## src/rtl/alu_muldiv_ctrl.sv

```systemverilog
// RV32M multiply/divide sequencer: radix-2 shift-add multiply and restoring divide,
// one bit per cycle, with pipeline stall generation and flush/abort handling.
module alu_muldiv_ctrl (
    input  logic        i_clk,
    input  logic        i_rst,
    input  logic        i_valid,
    input  logic [2:0]  i_op,
    input  logic [31:0] i_a,
    input  logic [31:0] i_b,
    input  logic        i_flush,
    output logic        o_ready,
    output logic        o_valid,
    output logic [31:0] o_result,
    output logic        o_stall
);

    typedef enum logic [2:0] {S_IDLE, S_PREP, S_CALC, S_FIX, S_DONE} state_t;

    localparam logic [2:0] OP_MUL    = 3'b000;
    localparam logic [2:0] OP_MULH   = 3'b001;
    localparam logic [2:0] OP_MULHSU = 3'b010;
    localparam logic [2:0] OP_MULHU  = 3'b011;
    localparam logic [2:0] OP_DIV    = 3'b100;
    localparam logic [2:0] OP_DIVU   = 3'b101;
    localparam logic [2:0] OP_REM    = 3'b110;
    localparam logic [2:0] OP_REMU   = 3'b111;

    state_t      state_q, state_d;
    logic [5:0]  cnt_q, cnt_d;
    logic [31:0] result_q, result_d;

    logic [2:0]  op_q;
    logic [31:0] a_q, b_q;
    logic [31:0] opnd_q;
    logic [63:0] acc_q;
    logic [32:0] rem_q;

    logic        accept;
    logic        is_div, a_signed, b_signed, a_neg, b_neg;
    logic [31:0] mag_a, mag_b;
    logic        div_by_zero, div_ovf, special;
    logic [31:0] special_res;
    logic [32:0] mul_sum;
    logic [63:0] mul_next;
    logic [33:0] rem_shift, rem_diff;
    logic        div_ge;
    logic [32:0] rem_next;
    logic [31:0] quo_next;
    logic [63:0] prod;
    logic [31:0] quot, remd, fix_res;

    assign accept = (state_q == S_IDLE) && i_valid && !i_flush;

    always_comb begin
        is_div      = op_q[2];
        a_signed    = (op_q != OP_MULHU) && (op_q != OP_DIVU) && (op_q != OP_REMU);
        b_signed    = (op_q == OP_MUL) || (op_q == OP_MULH) || (op_q == OP_DIV) || (op_q == OP_REM);
        a_neg       = a_signed && a_q[31];
        b_neg       = b_signed && b_q[31];
        mag_a       = a_neg ? -a_q : a_q;
        mag_b       = b_neg ? -b_q : b_q;
        div_by_zero = is_div && (b_q == 32'd0);
        div_ovf     = ((op_q == OP_DIV) || (op_q == OP_REM)) &&
                      (a_q == 32'h8000_0000) && (b_q == 32'hFFFF_FFFF);
        special     = div_by_zero || div_ovf;
        // op_q[1] separates the remainder ops from the quotient ops
        if (div_by_zero)
            special_res = op_q[1] ? a_q : 32'hFFFF_FFFF;
        else
            special_res = op_q[1] ? 32'd0 : 32'h8000_0000;
    end

    // Per-iteration datapath: acc low half holds multiplier (mul) or dividend/quotient (div)
    always_comb begin
        mul_sum   = {1'b0, acc_q[63:32]} + (acc_q[0] ? {1'b0, opnd_q} : 33'd0);
        mul_next  = {mul_sum, acc_q[31:1]};
        rem_shift = {rem_q, acc_q[31]};
        rem_diff  = rem_shift - {2'b00, opnd_q};
        div_ge    = !rem_diff[33];
        rem_next  = div_ge ? rem_diff[32:0] : rem_shift[32:0];
        quo_next  = {acc_q[30:0], div_ge};
    end

    always_comb begin
        prod = (a_neg ^ b_neg) ? -acc_q : acc_q;
        quot = (a_neg ^ b_neg) ? -acc_q[31:0] : acc_q[31:0];
        remd = a_neg ? -rem_q[31:0] : rem_q[31:0];
        case (op_q)
            OP_MUL:                      fix_res = prod[31:0];
            OP_MULH, OP_MULHSU, OP_MULHU: fix_res = prod[63:32];
            OP_DIV, OP_DIVU:             fix_res = quot;
            default:                     fix_res = remd;
        endcase
    end

    always_comb begin
        state_d  = state_q;
        cnt_d    = cnt_q;
        result_d = result_q;
        case (state_q)
            S_IDLE: begin
                if (accept) state_d = S_PREP;
            end
            S_PREP: begin
                cnt_d = 6'd0;
                if (i_flush) begin
                    state_d = S_IDLE;
                end else if (special) begin
                    state_d  = S_DONE;
                    result_d = special_res;
                end else begin
                    state_d = S_CALC;
                end
            end
            S_CALC: begin
                if (i_flush) begin
                    state_d = S_IDLE;
                end else if (cnt_q == 6'd31) begin
                    state_d = S_FIX;
                end else begin
                    cnt_d = cnt_q + 6'd1;
                end
            end
            S_FIX: begin
                if (i_flush) begin
                    state_d = S_IDLE;
                end else begin
                    state_d  = S_DONE;
                    result_d = fix_res;
                end
            end
            default: state_d = S_IDLE;
        endcase
    end

    always_comb begin
        o_ready  = (state_q == S_IDLE);
        o_valid  = (state_q == S_DONE);
        o_stall  = (state_q == S_PREP) || (state_q == S_CALC) || (state_q == S_FIX) || accept;
        o_result = result_q;
    end

    always_ff @(posedge i_clk or posedge i_rst) begin
        if (i_rst) begin
            state_q  <= S_IDLE;
            cnt_q    <= 6'd0;
            result_q <= 32'd0;
        end else begin
            state_q  <= state_d;
            cnt_q    <= cnt_d;
            result_q <= result_d;
        end
    end

    // Operand and iteration registers carry no reset; they are always loaded before use
    always_ff @(posedge i_clk) begin
        if (accept) begin
            op_q <= i_op;
            a_q  <= i_a;
            b_q  <= i_b;
        end
        if (state_q == S_PREP) begin
            opnd_q <= is_div ? mag_b : mag_a;
            acc_q  <= {32'd0, (is_div ? mag_a : mag_b)};
            rem_q  <= 33'd0;
        end else if (state_q == S_CALC) begin
            if (is_div) begin
                acc_q <= {acc_q[63:32], quo_next};
                rem_q <= rem_next;
            end else begin
                acc_q <= mul_next;
            end
        end
    end

endmodule

```

## config.mk

```make
export PLATFORM = sky130hd
export DESIGN_NAME = alu_muldiv_ctrl
export DESIGN_NICKNAME = d
export VERILOG_FILES = /design/src/rtl/alu_muldiv_ctrl.sv
export SDC_FILE = /design/constraint.sdc
export NUM_CORES = 1
export LEC_CHECK = 0
export ABC_AREA = 1
export BUFFER_PORTS_ARGS = -buffer_cell sky130_fd_sc_hd__buf_2
export CORE_MARGIN = 2
export CORE_UTILIZATION = 30
export DETAILED_ROUTE_END_ITERATION = 8
export PLACE_DENSITY = 0.51
export SYNTH_ARGS = -nofsm -noshare
export SYNTH_HDL_FRONTEND = slang
export SYNTH_SLANG_ARGS = --single-unit
```

## constraint.sdc

```tcl
create_clock -name i_clk -period 10.88 [get_ports i_clk]
set_clock_uncertainty 0.05 [all_clocks]
set_input_delay 2.176 -clock i_clk [delete_from_list [all_inputs] [get_ports i_clk]]
set_output_delay 2.176 -clock i_clk [all_outputs]
set_load 0.03 [all_outputs]
```

# [Word-level counts from Yosys, hierarchy flattened]
# Cells that the tools add are included.
[totals] input_bits=71 wordCells=104 regBits=237 out_inout_bits=35
[classes] reduce_logical=31 mux=30 eq_ne=23 bitwise=2 addsub=8
[op_table] cell="$mux W32" n=16
[op_table] cell="$neg A32 Y32" n=4
[op_table] cell="$pmux W32 S3" n=1
[op_table] cell="$eq A32 B32 Y1 const B" n=2
[op_table] cell="$mux W64" n=1
[op_table] cell="$neg A64 Y64" n=1
[op_table] cell="$pmux W32 S2" n=1
[op_table] cell="$sub A34 B32 Y34" n=1
[op_table] cell="$add A32 B32 Y33" n=1
[op_table] cell="$mux W33" n=1
[op_table] cell="$logic_not A32 Y1" n=1
[op_table] cell="$mux W3" n=6
[op_table] cell="$eq A3 B2 Y1 const B" n=4
[op_table] cell="$eq A3 B3 Y1 const B" n=4
[op_table] cell="$mux W6" n=2
[op_table] cell="$pmux W3 S4" n=1
[op_table] cell="$pmux W6 S2" n=1
[op_table] cell="$ne A2 B2 Y1 const B" n=5
[op_table] cell="$logic_and A1 B1 Y1" n=9
[op_table] cell="$ne A3 B3 Y1 const B" n=3
[op_table] cell="$logic_or A1 B1 Y1" n=8
[op_table] cell="$add A6 B1 Y6 const B" n=1
[op_table] cell="$eq A3 B1 Y1 const B" n=2
[op_table] cell="$eq A6 B5 Y1 const B" n=1
[op_table] cell="12 further kinds" n=17

# [Depth between registers and ports, before layout]
[logic_depth] ltp_word=10 ltp_mapped=19 depth_no_buf=18

# [Worst setup path before layout]
# OpenSTA, ideal clock, no wires.
[synth_path] path_kind="input -> register" from="in i_flush" to="reg a_q[0], enable pin" cell_stages=3 slack_ps=5221 setup_ps=493 t_arrival_ps=5116 t_required_ps=10337 n_path_buf=0 cell_sequence="inv_1 nand2_1 nor2_1"
[synth_via] elab_chain_cells=2
[synth_rtl] element="from (decl)" line="10" source="input logic i_flush,"
[synth_rtl] element="$logic_not A1 Y1" line="52" source="assign accept = (state_q == S_IDLE) && i_valid && !i_flush;"
[synth_rtl] element="$logic_and A1 B1 Y1" line="52"
[synth_rtl] element="named net accept" line="38" source="logic accept;"
[synth_rtl] element="to (signal assigned)" line="159" source="a_q <= i_a;"
[synth_rtl] element="to (decl)" line="33" source="logic [31:0] a_q, b_q;"
# The timed path passes the listed nets, and every way through them passes these cells.
# A chain may end at the register's enable or synchronous reset.

# [Worst setup path in the final report]
[layout_path] from="in i_flush" to="out o_stall"
[layout_via] elab_chain_cells=3
[layout_rtl] element="$logic_not A1 Y1" line="52"
[layout_rtl] element="$logic_and A1 B1 Y1" line="52"
[layout_rtl] element="$logic_or A1 B1 Y1" line="139" source="o_stall = (state_q == S_PREP) || (state_q == S_CALC) || (state_q == S_FIX) || accept;"
[layout_rtl] element="to (decl)" line="14" source="output logic o_stall"
# Every way passes these cells.

==> impl_metrics.csv <==
group,metric,value,unit
run_status,status,"completed",
min_path,min_path_cells,1,
finish,drive_gt1_share,6.92,%
finish,nets,3514,
sta,hold_violations,0,
finish,fillers,7589,
clock_network,clk_latency,0.60,ns
finish,syn2layout_area_growth,11.6,%
clock_network,cts_resized,0,
clock_network,tritoncts,"done",
floorplanning,die_y,266,µm
floorplanning,fp-row-count,96,
sta,slew_headroom,24.4,%
worst_setup_path,worstSetupEndpointType,"output pin",
routing,drt_iter0_markers,2070,
sta,slew_viol_final,0,
finish,n_antenna_cell,0,
global_routing,antenna_found_initial,1,
logic_synthesis,synth_seq_cells,237,
floorplanning,core,68300,µm²
placed_design,gp_congestion,0.951,
finish,final_area,23000,µm²
worst_setup_path,cp.depth,5,
placed_design,hpwl,67.4,mm
worst_setup_path,cp.arrival,2.76,ns
routing,dr.pass1.iters,6,
global_routing,overflow,0,
worst_setup_path,cpMostUsedCell,"buf_2",
logic_synthesis,synth_edf_count,131,
clock_network,htree_levels,1,
worst_setup_path,required,8.65,ns
routing,wl_per_cell,19.6,µm
sta,fin_crit_sh,45.9,%
logic_synthesis,netlist_area,20600,µm²
routing,viasPerCell,5.11,
run,maxCapViolations,0,
clock_network,numCtsBuffers,29,
min_path,holdCritPathClass,"reg2reg",
logic_synthesis,yosys_warnings,0,
logic_synthesis,synth.distinct_cells,49,
power_and_ir_drop,power.leakage,0.0109,µW
finish,postLayoutCoreUtil,33.7,%
placed_design,place_area,21900,µm²
worst_setup_path,slowest_delay,0.19,ns
logic_synthesis,yosysSeqAreaShare,30.4,%
finish,mostFrequentLayoutCells,"964 x nand2_1, 452 x inv_1, 401 x nor2_1",
floorplanning,initial_core_util,30.2,%
logic_synthesis,avgSynthCellArea,6.21,µm²
logic_synthesis,synth-async-reset-ratio,17.3,%
worst_setup_path,critPathKind,"in2out",
sta,min_period,4.99,ns
logic_synthesis,syn_nets,3461,
sta,setup_viol,0,
clock_network,cts_root_buffer,"clkbuf_16",
worst_setup_path,start_kind,"primary input",
worst_setup_path,path_max_fanout,4,
worst_setup_path,rr_worst_depth,13,
global_routing,grt_pass1_vias,20164,
sta,worstMarginPinSlew,1.13,ns
power_and_ir_drop,total_power,6810,µW
floorplanning,io-pin-count,106,
clock_network,cts.sinks,237,
placed_design,io_buffers,105,
finish,layout_commonest_cell,"nand2_1",
floorplanning,die_area,70800,µm²
logic_synthesis,synth_cells,3318,
worst_setup_path,critPathBufInv,3,
logic_synthesis,ys.flop_type,"edfxtp_1",
clock_network,cts_buffer_depth,3,
clock_network,clk_pin_slew_worst_paths,0.06,ns
routing,postRouteAntennaNets,0,
floorplanning,die_x,266,µm
routing,drc_errors,0,
power_and_ir_drop,cellPowerDensity,296,nW/µm²
global_routing,grt_pass1_wl,126,mm
global_routing,grt_max_degree,79,
clock_network,cts_setup_buffers,0,
global_routing,grt_usage,23.4,%
worst_setup_path,crit_path_top_delay_cell,"buf_2",
clock_network,postCtsHoldBufs,0,
routing,vias,21835,
worst_setup_path,path_cells,"buf_2, inv_1, a21oi_1, nor2_1, buf_2",
sta,maxClockFrequency,200,MHz
sta,rsz0062_at_grt,"no",
worst_setup_path,cp_top_family,"buffers and inverters",
sta,final.setup.tns,0,ns
routing,routed_wl,84.0,mm
power_and_ir_drop,peakVddDrop,0.159,mV
## cells by family after synthesis
logic type | Yosys count | share of synthesized area [%]
adder cells (fa/ha/maj) | 72 | 4.44
AO/OA/AOI/OAI | 499 | 13.0
flip-flops | 237 | 30.4
buffers and inverters | 564 | 10.7
XOR/XNOR | 84 | 3.57
AND/OR/NAND/NOR | 1862 | 37.9
## stage by stage
stage / hold slack, ns / instances / worst slack [ns]
detailed placement: 0.407 / 4222 / 5.89
finish: 0.428 / 4276 / 5.89
global placement: 0.410 / 4222 / 5.88
global route: 0.453 / 4276 / 5.86
floorplan: 0.383 / 3318 / 5.22
CTS: 0.423 / 4276 / 5.89
## area by class of cell
| class | count | area (µm²) | share of cell area [%] |
|---|---|---|---|
| multi-input cells | 2517 | 12200 | 52.9 |
| flip-flops and latches | 237 | 6260 | 27.2 |
| inverters | 461 | 1730 | 7.52 |
| well taps | 882 | 1100 | 4.80 |
| clock buffers | 37 | 786 | 3.42 |
| repair buffers | 125 | 676 | 2.94 |
| clock inverters | 17 | 269 | 1.17 |
## synthesized netlist by cell type, drive strengths merged, types with 41 or more instances
cell type | n | area, µm²
buf | 45 | 255
nand3 | 339 | 1710
nor3 | 42 | 210
edfxtp | 131 | 3930
nand2 | 976 | 3710
clkbuf | 58 | 218
ha | 70 | 876
inv | 461 | 1730
o21ai | 206 | 1050
a21oi | 221 | 1110
dfrtp | 41 | 1030
nand4 | 52 | 325
dfxtp | 65 | 1300
xor2 | 71 | 622
nor2 | 422 | 1660
## flip-flops by register name, summed over array words and instances, names as in the netlist
| signal | flops |
|---|---|
| acc_q | 64 |
| rem_q | 33 |
| op_q | 3 |
| cnt_q | 6 |
| state_q | 3 |
| o_result | 32 |
| opnd_q | 32 |
| a_q | 32 |
| b_q | 32 |
## report_power, final
group / leakage [µW] / switching [µW] / internal [µW] / total, µW
Clock: 0.000498 / 432 / 656 / 1090
Sequential: 0.00228 / 401 / 1330 / 1730
Combinational: 0.00812 / 2820 / 1170 / 3980
## metal layers
| layer | vias up | part of all wire (%) | track usage [%] |
|---|---|---|---|
| met5 | - | 0 | 0 |
| met4 | 0 | 4.0 | 8.18 |
| met3 | 128 | 6.5 | 2.49 |
| met2 | 755 | 43 | 36.6 |
| met1 | 10081 | 46 | 33.3 |
| li1 | 10871 | - | - |
## final timing paths
check	startpoint	endpoint	slack, ns
setup / recovery	i_flush	o_stall	5.89
setup reg to reg	a_q[0]	o_result[3]	6.77
hold reg to reg	cnt_q[5]	cnt_q[5]	0.43
min in group asynchronous	i_rst	o_result[24]	1.67
max in group asynchronous	i_rst	o_result[19]	8.69
hold / removal	cnt_q[5]	cnt_q[5]	0.43
## worst reg2reg max path, cell delays in order, from the launching register on
cell and delay, ns:
edfxtp_1 0.41, inv_1 0.19, ha_1 0.25, nand3_1 0.17, nor2_2 0.20, nand2_1 0.11
nor2_1 0.13, nand2_1 0.07, o21ai_2 0.23, nand3_1 0.61, nand2_2 0.89, inv_1 0.42
nor2_1 0.19, a21oi_1 0.08
(Power assumes the default switching activity.)
